==> src/rtl/alu_mc.sv <==
// Multi-cycle ALU with valid/ready handshakes and registered result/flags.
// Build option: define ALU_MUL_EN to enable the iterative shift-add multiply (f = 3'b011).
module alu_mc #(
    parameter int W = 32
) (
    input  logic         clk,
    input  logic         rst,
    input  logic         in_valid,
    output logic         in_ready,
    input  logic [2:0]   f,
    input  logic [W-1:0] a,
    input  logic [W-1:0] b,
    output logic         out_valid,
    input  logic         out_ready,
    output logic [W-1:0] result,
    output logic         zero,
    output logic         ovf
);

    localparam int SW = $clog2(W);

    typedef enum logic [1:0] {
        IDLE = 2'b00,
        BUSY = 2'b01,
        DONE = 2'b10
    } state_t;

    state_t         state_r;
    state_t         state_nx_s;
    logic           load_s;
    logic           accept_s;
    logic [W-1:0]   sum_s;
    logic [W-1:0]   diff_s;
    logic [W-1:0]   res_s;
    logic           ovf_add_s;
    logic           ovf_sub_s;
    logic           ovf_s;

`ifdef ALU_MUL_EN
    localparam logic [SW:0] CNT_INIT = (SW+1)'(W);
    localparam logic [SW:0] CNT_ONE  = (SW+1)'(1);

    logic [W-1:0]   acc_r;
    logic [W-1:0]   mcand_r;
    logic [W-1:0]   mplier_r;
    logic [SW:0]    cnt_r;
    logic [W-1:0]   acc_nx_s;
    logic           is_mul_s;
    logic           mul_last_s;
    logic           mul_start_s;
    logic           mul_done_s;
`endif

    // Single-cycle function unit; SLT reuses the subtractor and its overflow.
    always_comb begin
        sum_s     = a + b;
        diff_s    = a - b;
        ovf_add_s = (a[W-1] == b[W-1]) && (sum_s[W-1] != a[W-1]);
        ovf_sub_s = (a[W-1] != b[W-1]) && (diff_s[W-1] != a[W-1]);
        res_s     = {W{1'b0}};
        ovf_s     = 1'b0;
        case (f)
            3'b000: res_s = a & b;
            3'b001: res_s = a | b;
            3'b010: begin
                res_s = sum_s;
                ovf_s = ovf_add_s;
            end
            3'b110: begin
                res_s = diff_s;
                ovf_s = ovf_sub_s;
            end
            3'b111: res_s = {{(W-1){1'b0}}, diff_s[W-1] ^ ovf_sub_s};
            3'b100: res_s = a << b[SW-1:0];
            3'b101: res_s = a >> b[SW-1:0];
            default: begin
                res_s = {W{1'b0}};
                ovf_s = 1'b0;
            end
        endcase
    end

`ifdef ALU_MUL_EN
    // Multiply step helpers: conditional add of the shifted multiplicand.
    always_comb begin
        is_mul_s   = (f == 3'b011);
        mul_last_s = (cnt_r == CNT_ONE);
        if (mplier_r[0]) begin
            acc_nx_s = acc_r + mcand_r;
        end else begin
            acc_nx_s = acc_r;
        end
    end
`endif

    // Next-state and handshake decode; in_ready never looks at in_valid.
    always_comb begin
        state_nx_s = state_r;
        in_ready   = 1'b0;
        load_s     = 1'b0;
        accept_s   = 1'b0;
`ifdef ALU_MUL_EN
        mul_start_s = 1'b0;
        mul_done_s  = 1'b0;
`endif
        case (state_r)
            IDLE: begin
                in_ready   = 1'b1;
                state_nx_s = IDLE;
            end
            BUSY: begin
`ifdef ALU_MUL_EN
                if (mul_last_s) begin
                    state_nx_s = DONE;
                    mul_done_s = 1'b1;
                end else begin
                    state_nx_s = BUSY;
                end
`else
                state_nx_s = IDLE;
`endif
            end
            DONE: begin
                in_ready = out_ready;
                if (out_ready) begin
                    state_nx_s = IDLE;
                end else begin
                    state_nx_s = DONE;
                end
            end
            default: state_nx_s = IDLE;
        endcase

        if (in_valid && in_ready) begin
            accept_s = 1'b1;
`ifdef ALU_MUL_EN
            if (is_mul_s) begin
                state_nx_s  = BUSY;
                mul_start_s = 1'b1;
            end else begin
                state_nx_s = DONE;
                load_s     = 1'b1;
            end
`else
            state_nx_s = DONE;
            load_s     = 1'b1;
`endif
        end else begin
            accept_s = 1'b0;
        end
    end

    // State register; out_valid is a registered copy of "next state is DONE".
    always_ff @(posedge clk) begin
        if (rst) begin
            state_r   <= IDLE;
            out_valid <= 1'b0;
        end else begin
            state_r   <= state_nx_s;
            out_valid <= (state_nx_s == DONE);
        end
    end

    // Result and flags are written together, only when a new result is produced.
    always_ff @(posedge clk) begin
        if (rst) begin
            result <= {W{1'b0}};
            zero   <= 1'b1;
            ovf    <= 1'b0;
        end else if (load_s && accept_s) begin
            result <= res_s;
            zero   <= (res_s == {W{1'b0}});
            ovf    <= ovf_s;
`ifdef ALU_MUL_EN
        end else if (mul_done_s) begin
            result <= acc_nx_s;
            zero   <= (acc_nx_s == {W{1'b0}});
            ovf    <= 1'b0;
`endif
        end else begin
            result <= result;
            zero   <= zero;
            ovf    <= ovf;
        end
    end

`ifdef ALU_MUL_EN
    // Shift-add multiplier: one partial product per BUSY cycle, W cycles total.
    always_ff @(posedge clk) begin
        if (rst) begin
            acc_r    <= {W{1'b0}};
            mcand_r  <= {W{1'b0}};
            mplier_r <= {W{1'b0}};
            cnt_r    <= {(SW+1){1'b0}};
        end else if (mul_start_s) begin
            acc_r    <= {W{1'b0}};
            mcand_r  <= a;
            mplier_r <= b;
            cnt_r    <= CNT_INIT;
        end else if (state_r == BUSY) begin
            acc_r    <= acc_nx_s;
            mcand_r  <= {mcand_r[W-2:0], 1'b0};
            mplier_r <= {1'b0, mplier_r[W-1:1]};
            cnt_r    <= cnt_r - CNT_ONE;
        end else begin
            acc_r    <= acc_r;
            mcand_r  <= mcand_r;
            mplier_r <= mplier_r;
            cnt_r    <= cnt_r;
        end
    end
`endif

endmodule

==> config.mk <==
export PLATFORM = sky130hd
export DESIGN_NAME = alu_mc
export DESIGN_NICKNAME = d
export VERILOG_FILES = /design/src/rtl/alu_mc.sv
export SDC_FILE = /design/constraint.sdc
export NUM_CORES = 1
export LEC_CHECK = 0
export ABC_AREA = 1
export ABC_CLOCK_PERIOD_IN_PS = 6300
export BUFFER_PORTS_ARGS = -buffer_cell sky130_fd_sc_hd__buf_4
export CAP_MARGIN = 20
export CORE_MARGIN = 5
export CORE_UTILIZATION = 45
export CTS_BUF_LIST = sky130_fd_sc_hd__clkbuf_8
export DETAILED_ROUTE_END_ITERATION = 10
export HOLD_SLACK_MARGIN = 0.02
export SLEW_MARGIN = 15
export SYNTH_ARGS = -nofsm -noshare
export SYNTH_HDL_FRONTEND = slang
export SYNTH_SLANG_ARGS = --single-unit
==> constraint.sdc <==
create_clock -name clk -period 6.3 [get_ports clk]
set_clock_uncertainty 0.05 [all_clocks]
set_input_delay 1.89 -clock clk [delete_from_list [all_inputs] [get_ports clk]]
set_output_delay 1.89 -clock clk [all_outputs]
set_load 0.02 [all_outputs]
==> summary.txt, run 1 <==
Status
  – Status: finished, final reports clean

Timing
  – Finish-stage setup viols: 0
  – Min Hold Slack: 0.4308 ns
  – Minimum clock period: 5.175 ns
  – Measured slew at the worst slew-check pin: 1.083 ns
  – Final hold violations: 0
  – Min setup slack post-route: 1.125 ns
  – Max Freq: 0.1932 GHz
  – Relative max-transition margin: 27.66%
  – Post-Route Setup TNS: 0 ns
  – RSZ-0062 raised after global routing: false
  – Final period util: 82.15%
  – Pins Over Slew Limit: 0

Clock network
  – Worst-Skew Late Latency: 0.30 ns
  – Clk root buf: clkbuf_8
  – Num CTS Buffers: 5
  – CTS tree: yes
  – H-Tree Depth: 2
  – Cts hold-fix bufs: 0
  – Post-CTS Repair Setup Buffers: 0
  – Post_cts resized: 0
  – Clock Tree Buf Depth: 2
  – Num Clock Sinks: 35
  – Reg clk slew, reported paths: 0.08 ns

Synth
  – Syn nets: 2,275
  – Mapped Avg Cell Area: 5.238 um2
  – Synthesized instance count: 2,100
  – Count of warnings emitted by yosys: 0
  – Top_reg_cell synth: dfxtp_1
  – FF+latch count, synth: 35
  – Async SR Flop Fraction: 0%
  – Sequential element share of the synthesized area: 6.370%
  – Netlist cell types: 44
  – Post-Syn Area: 0.01100 mm2
  – Post-synth EDFFs: 0

Place
  – GPL Wtd Cong: 1.037
  – PortBufs: 106
  – Hpwl dp: 43,020 um
  – DP Area: 0.01177 mm2
  – Dpl ws: 0.8949 ns

Global route
  – GRT Util Overall: 35.52%
  – Initial antenna violation count: 0
  – Number of global-route vias before repair: 12,990
  – First-pass GRT wire length: 77,320 um
  – Total grt overflow: 0
  – Largest net degree at the start of global routing: 73

Setup path
  – CP Launch Type: input port
  – Worst Setup End Kind: flop
  – CP required: 6.50 ns
  – Maximum fanout along the worst path: 9
  – CP arrival: 5.37 ns
  – CP Class: input port to flop

Drt
  – # DRC: 0
  – DR vias/cell: 5.864
  – ANT nets after route: 0
  – Routed WL: 51,690 um
  – DR iter-0 viols: 1,833
  – Drt first pass iters: 5
  – Avg WL per Cell: 21.04 um
  – Via Count: 14,410

Power and ir drop
  – PwrDens: 126.7 mW/mm2
  – VDD IR max: 132.6 uV
  – Pwr Total: 0.001507 W
  – Static leakage: 6.618 nW

Layout
  – Antenna cells: 0
  – Layout cells sized above 1: 10.03%
  – Design area: 0.01189 mm2
  – Synth-to-Final Area Change: 8.111%
  – Most common cell after layout, fill and taps aside: nand2_1
  – Post-layout nets: 2,307
  – Commonest cells after routing, fill and taps aside: nand2_1 (557), nand3_1 (467), inv_1 (287), nor2_1 (225), buf_4 (123)

Die
  – I/O Pins: 107
  – Core ar.: 0.02418 mm2
  – Die Y: 166.3 um
  – Initial Utilization: 45.50%
  – Die X: 166.3 um
  – Die area: 0.02767 mm2
  – Row Count: 57

Job
  – Count of max-cap constraint violations: 0

Worst hold path
  – Min-delay worst type: flop to flop
==> cell type report <==
class,count,area [um2]
timing repair buffer,123,923.4
clock inverter,2,35.03
tap,324,405.4
sequential,35,700.7
inverter,297,1120
multi-input combinational,1670,8625
clock buffer,6,82.58
fill,2730,12290
==> Yosys cell counts (4+ instances only) <==
master / n / area, um2
dfxtp_1: 35 / 700.7
o21ai_0: 50 / 250.2
nand3_1: 467 / 2337
o211ai_1: 16 / 120.1
o21bai_1: 15 / 112.6
nor3_1: 18 / 90.09
o21a_1: 4 / 30.03
nand3_2: 20 / 200.2
nand2_4: 12 / 135.1
nand4_1: 25 / 156.4
o22ai_1: 25 / 156.4
nor2_2: 11 / 68.82
a31oi_1: 7 / 43.79
buf_2: 53 / 265.3
o21ai_1: 7 / 35.03
nand2_1: 557 / 2091
a21oi_1: 60 / 300.3
nor2_1: 227 / 852.1
nand2_2: 21 / 131.4
buf_4: 7 / 52.55
and2_1: 4 / 25.02
buf_6: 7 / 78.83
nand3b_1: 6 / 45.04
buf_1: 13 / 48.80
ha_1: 101 / 1264
inv_1: 288 / 1081
clkbuf_1: 13 / 48.80
inv_2: 6 / 22.52
==> worst max-delay path, stage by stage <==
cell and delay (ns):
buf_4 0.15, inv_1 0.05, ha_1 0.43, nor2_1 0.26, nand2_1 0.14, nor2_1 0.11, nand2_1 0.06, nand3_1 0.16
nand2_1 0.10, nand2_1 0.11, a221oi_1 0.10, fa_1 0.44, nand4_1 0.10, nand2_1 0.06, nor3_1 0.20, nand2_1 0.11
nor2_1 0.24, nand3_1 0.12, nor2_1 0.11, nand2_1 0.06, nor2_1 0.09, nand2_1 0.08, nor2_1 0.09, nand2_1 0.06
nand2_1 0.05
==> flip-flops by register name, indices dropped and copies added, names as in the netlist <==
signal and count:
zero 1, ovf 1, result 32, out_valid 1
==> routing by layer <==
metal  vias up  GRT usage [%]  part of all wire [%]
met5         -              0                     0
met4         0          13.16                   4.6
met3       116          4.713                   9.2
met2       798          55.47                    43
met1      6645          49.95                    43
li1       6848              -                     -
==> power by group <==
group | internal [W] | leakage (nW) | switching, W
logic | 0.000305 | 6.27 | 0.000729
registers | 0.000240 | 0.290 | 0.0000101
clock network | 0.000128 | 0.0612 | 0.0000933
total | 0.000674 | 6.62 | 0.000833
==> through the flow <==
| stage | std cells | utilization (%) |
|---|---|---|
| floorplan | 2100 | - |
| global placement | 2449 | 48.70 |
| detailed placement | 2449 | 48.70 |
| CTS | 2457 | 49.18 |
| global route | 2457 | 49.18 |
| finish | 2457 | 49.18 |
==> path summary, 6_finish.rpt <==
path                                start         to  slack (ns)  depth (start not counted)
worst max-delay path                a[12]       zero        1.12                         25
worst min-delay path                  ovf        ovf        0.43                          2
worst max register to register  out_valid  result[6]        4.50                          8
worst min register to register        ovf        ovf        0.43                          2
==> cell families after synthesis <==
family | Yosys count | share of synthesized area [%]
flops | 35 | 6.370
simple gates | 1373 | 56.09
compound gates | 192 | 10.16
buf+inv | 395 | 15.27
xor+xnor | 1 | 0.07964
fa+ha+maj | 104 | 12.04
(Power assumes the default switching activity.)
==> inputs of run 2 (changes only) <==
--- a/config.mk
+++ b/config.mk
@@ -6,7 +6,7 @@
 export NUM_CORES = 1
 export LEC_CHECK = 0
 export ABC_AREA = 1
-export ABC_CLOCK_PERIOD_IN_PS = 6300
+export ABC_CLOCK_PERIOD_IN_PS = 5100
 export BUFFER_PORTS_ARGS = -buffer_cell sky130_fd_sc_hd__buf_4
 export CAP_MARGIN = 20
 export CORE_MARGIN = 5
==> constraint.sdc (replaced) <==
create_clock -name clk -period 5.1 [get_ports clk]
set_clock_uncertainty 0.05 [all_clocks]
set_input_delay 1.53 -clock clk [delete_from_list [all_inputs] [get_ports clk]]
set_output_delay 1.53 -clock clk [all_outputs]
set_load 0.02 [all_outputs]
==> summary.txt, run 2 (synthesis gave the netlist of run 1 again) <==
Global route
  – Initial antenna violation count: 1
  – GRT Util Overall: 35.67%
  – Largest net degree at the start of global routing: 73
  – First-pass GRT wire length: 77,250 um
  – Number of global-route vias before repair: 13,280
  – Total grt overflow: 0

Die
  – Initial Utilization: 45.50%
  – Die area: 0.02767 mm2
  – Row Count: 57
  – I/O Pins: 107
  – Die Y: 166.3 um
  – Die X: 166.3 um
  – Core ar.: 0.02418 mm2

Clock network
  – Post-CTS Repair Setup Buffers: 0
  – Worst-Skew Late Latency: 0.30 ns
  – Num Clock Sinks: 35
  – Post_cts resized: 0
  – Clk root buf: clkbuf_8
  – Cts hold-fix bufs: 0
  – Clock Tree Buf Depth: 2
  – CTS tree: yes
  – H-Tree Depth: 2
  – Reg clk slew, reported paths: 0.09 ns
  – Num CTS Buffers: 5

Drt
  – Avg WL per Cell: 20.83 um
  – Via Count: 14,430
  – # DRC: 0
  – Drt first pass iters: 8
  – ANT nets after route: 0
  – DR vias/cell: 5.782
  – Routed WL: 51,980 um
  – DR iter-0 viols: 1,800

Place
  – GPL Wtd Cong: 0.9851
  – DP Area: 0.01206 mm2
  – Hpwl dp: 43,440 um
  – PortBufs: 106

Timing
  – Relative max-transition margin: 43.31%
  – Max Freq: 0.2188 GHz
  – Final hold violations: 0
  – Post-Route Setup TNS: 0 ns
  – Measured slew at the worst slew-check pin: 0.8504 ns
  – Min Hold Slack: 0.4364 ns
  – RSZ-0062 raised after global routing: false
  – Final period util: 89.63%
  – Finish-stage setup viols: 0
  – Minimum clock period: 4.571 ns
  – Pins Over Slew Limit: 0

Power and ir drop
  – Switch Pwr: 0.001041 W
  – PwrDens: 155.3 mW/mm2
  – Reg power frac: 16.4%
  – Gate power share: 69.2%
  – VDD IR max: 144.3 uV
  – Internal power: 0.0008487 W
  – Clock share of power: 14.4%
  – Sw Share: 55.10%
  – Static leakage: 6.797 nW

Setup path
  – Maximum fanout along the worst path: 7
  – Origin of the worst setup path: a[6]
  – R2R depth: 8
  – CP Launch Type: input port
  – CP Class: input port to flop
  – CP arrival: 4.78 ns
  – R2R Path Start: out_valid
  – Worst Setup End Kind: flop
  – CP required: 5.31 ns

Worst hold path
  – Hold path startpoint: ovf
  – Hold path depth: 2
  – Min-delay worst type: flop to flop

Layout
  – Fillcell total: 2,736
  – Post-layout nets: 2,345
  – Largest Register: result
  – Design area: 0.01217 mm2
  – Antenna cells: 0
  – Number of flip-flops in the largest register: 32
  – Commonest cells after routing, fill and taps aside: nand2_1 (557), nand3_1 (467), inv_1 (287), nor2_1 (225), buf_4 (161)
  – Layout cells sized above 1: 11.61%
  – Most common cell after layout, fill and taps aside: nand2_1
  – Synth-to-Final Area Change: 10.66%

Job
  – Count of max-cap constraint violations: 0

Status
  – Status: finished, final reports clean
==> run 2: per-layer routing <==
layer | track usage, % | up-vias | wire length, um
li1 | - | 6927 | -
met3 | 6.427 | 135 | 4684
met2 | 56.85 | 706 | 22380
met1 | 47.94 | 6657 | 22210
met4 | 13.91 | 2 | 2691
met5 | 0 | - | 13
==> run 2: power by group through the flow <==
stage	sequential, W	clock, W	combinational (W)
final	0.000310	0.000272	0.00131
after global routing	0.000314	0.000284	0.00142
after CTS	0.000310	0.000270	0.00127
after detailed placement	0.000316	0	0.00127
after global placement	0.000315	0	0.00126
after floorplan	0.000343	0	0.000783
==> run 2: stage by stage <==
step	power (W)	instances	utilization, %	worst slack [ns]
final	0.001890	2495	50.34	0.5291
after detailed placement	0.001584	2487	49.88	0.3057
after global placement	0.001577	2487	49.88	0.3632
after CTS	0.001852	2495	50.34	0.6133
after global routing	0.002019	2495	50.34	0.1740
after floorplan	0.001127	2100	-	0.3459
==> run 2: area by class of cell <==
class	count	area [um2]	share of cell area, %
multi-input cells	1670	8625	70.86
clock buffers	5	68.82	0.5654
clock inverters	3	43.79	0.3598
flip-flops and latches	35	700.7	5.757
repair buffers	161	1209	9.930
well taps	324	405.4	3.331
inverters	297	1120	9.200
==> run 2: final timing paths <==
kind	to	slack, ns
max	zero	0.53
min	ovf	0.44
max reg2reg	result[17]	3.01
min reg2reg	ovf	0.44
==> run 2: worst max-delay path, stage by stage <==
cell      delay (ns)
buf_4           0.16
inv_1           0.06
ha_1            0.41
nor2_2          0.23
nand2_1         0.13
nor2_1          0.12
nand2_1         0.06
nand3_1         0.15
nand2_1         0.09
nand2_1         0.11
a221oi_1        0.10
fa_1            0.38
nand4_1         0.08
nand2_1         0.06
nor3_1          0.22
nand2_1         0.08
nor2_1          0.18
nand3_1         0.09
nor2_1          0.09
nand2_1         0.06
nor2_1          0.09
nand2_1         0.07
nor2_1          0.09
nand2_1         0.06
nand2_1         0.05
==> inputs of run 3 (changes only) <==
--- a/config.mk
+++ b/config.mk
@@ -9,7 +9,6 @@
 export ABC_CLOCK_PERIOD_IN_PS = 5100
 export BUFFER_PORTS_ARGS = -buffer_cell sky130_fd_sc_hd__buf_4
 export CAP_MARGIN = 20
-export CORE_MARGIN = 5
 export CORE_UTILIZATION = 45
 export CTS_BUF_LIST = sky130_fd_sc_hd__clkbuf_8
 export DETAILED_ROUTE_END_ITERATION = 10
==> summary.txt, run 3 (synthesis gave the netlist of run 1 again) <==
Die
  – Row Count: 56
  – Die area: 0.02507 mm2
  – Die X: 158.3 um
  – I/O Pins: 107
  – Die Y: 158.3 um
  – Core ar.: 0.02375 mm2
  – Initial Utilization: 46.31%

Timing
  – Relative max-transition margin: 30.89%
  – Measured slew at the worst slew-check pin: 1.036 ns
  – RSZ-0062 raised after global routing: false
  – Post-Route Setup TNS: 0 ns
  – Finish-stage setup viols: 0
  – Max Freq: 0.2158 GHz
  – Final hold violations: 0
  – Final period util: 90.86%
  – Minimum clock period: 4.634 ns
  – Pins Over Slew Limit: 0

Place
  – Hpwl dp: 43,660 um
  – Inst Count DP: 2,486
  – GPL Wtd Cong: 1.044
  – PortBufs: 106

Drt
  – DR vias/cell: 5.823
  – ANT nets after route: 0
  – Via Count: 14,530
  – # DRC: 0
  – Routed WL: 52,470 um
  – DR iter-0 viols: 1,741
  – Drt first pass iters: 6
  – Avg WL per Cell: 21.03 um

Setup path
  – Maximum fanout along the worst path: 10
  – CP Class: input port to flop
  – Worst Setup End Kind: flop
  – CP arrival: 4.84 ns
  – CP required: 5.31 ns
  – CP Launch Type: input port

Global route
  – Largest net degree at the start of global routing: 73
  – Initial antenna violation count: 1
  – First-pass GRT wire length: 76,340 um
  – GRT Util Overall: 41.38%
  – Number of global-route vias before repair: 12,980
  – Total grt overflow: 0

Clock network
  – Reg clk slew, reported paths: 0.09 ns
  – Worst-Skew Late Latency: 0.30 ns
  – CTS tree: yes
  – Clk root buf: clkbuf_8
  – Cts hold-fix bufs: 0
  – Num CTS Buffers: 5
  – Post-CTS Repair Setup Buffers: 0
  – Post_cts resized: 0
  – H-Tree Depth: 2
  – Num Clock Sinks: 35
  – Clock Tree Buf Depth: 2

Layout
  – Post-layout nets: 2,349
  – Commonest cells after routing, fill and taps aside: nand2_1 (557), nand3_1 (467), inv_1 (287), nor2_1 (225), buf_4 (165)
  – Layout cells sized above 1: 11.77%
  – Synth-to-Final Area Change: 10.93%
  – Largest Register: result
  – Non-filler cells, final: 2,495
  – Number of flip-flops in the largest register: 32
  – Most common cell after layout, fill and taps aside: nand2_1

Power and ir drop
  – PwrDens: 156.2 mW/mm2
  – VDD IR max: 155.8 uV
  – Static leakage: 6.818 nW

Status
  – Status: finished, final reports clean

Worst hold path
  – Min-delay worst type: flop to flop

Job
  – Count of max-cap constraint violations: 0
## run 3: final cells by class
type / instances / area [um2]
antenna: 1 / 2.502
clock buffer: 5 / 68.82
clock inverter: 3 / 47.55
fill: 2637 / 11550
inverter: 297 / 1120
multi-input combinational: 1670 / 8625
sequential: 35 / 700.7
tap: 319 / 399.1
timing repair buffer: 165 / 1239
## run 3: worst paths after layout
check,from,to,slack [ns],depth (start not counted)
hold / removal,ovf,ovf,0.42,2
setup reg to reg,out_valid,result[6],3.23,7
hold reg to reg,ovf,ovf,0.42,2
setup / recovery,a[20],zero,0.47,22
## run 3: stage by stage
| step | total power (W) | worst slack [ns] | hold slack [ns] | utilization [%] | cell area (um2) |
|---|---|---|---|---|---|
| 3_3_place_gp | 0.001580 | 0.3621 | 0.4088 | 50.87 | 12080 |
| 6_report | 0.001906 | 0.4659 | 0.4249 | 51.37 | 12200 |
| 3_5_place_dp | 0.001587 | 0.2487 | 0.4127 | 50.87 | 12080 |
| 5_1_grt | 0.002028 | 0.2208 | 0.4615 | 51.36 | 12200 |
| 2_1_floorplan | 0.001127 | 0.3459 | 0.4950 | - | 11000 |
| 4_1_cts | 0.001863 | 0.5624 | 0.4252 | 51.36 | 12200 |
## run 3: per-layer routing
layer	wire, um	track usage (%)	vias to the layer above	part of all wire (%)
met4	2568	17.03	0	4.9
met1	22340	55.84	6682	43
li1	-	-	6956	-
met5	0	0	-	0
met2	22340	65.27	774	43
met3	5224	6.287	116	10
## run 3: where the power goes
group	internal, W	leakage, nW	total, W	switching (W)
combinational	0.000409	6.47	0.00132	0.000913
clock	0.000148	0.0587	0.000275	0.000126
sequential	0.000297	0.290	0.000309	0.0000124
## run 3: critical path, stage by stage
cell and delay [ns]:
buf_4 0.13, inv_1 0.06, ha_1 0.52, o21ai_0 0.20, a21oi_1 0.24, nand2_1 0.11
a21oi_1 0.16, nand2_1 0.11, a221oi_1 0.36, fa_1 0.27, o22ai_1 0.11, nor3_1 0.18
nand2_1 0.07, nor2_1 0.10, nand2_1 0.07, nor2_2 0.10, nand2_1 0.06, nor2_1 0.15
nand3_1 0.08, nor2_1 0.12, nand2_1 0.06, nand2_1 0.05
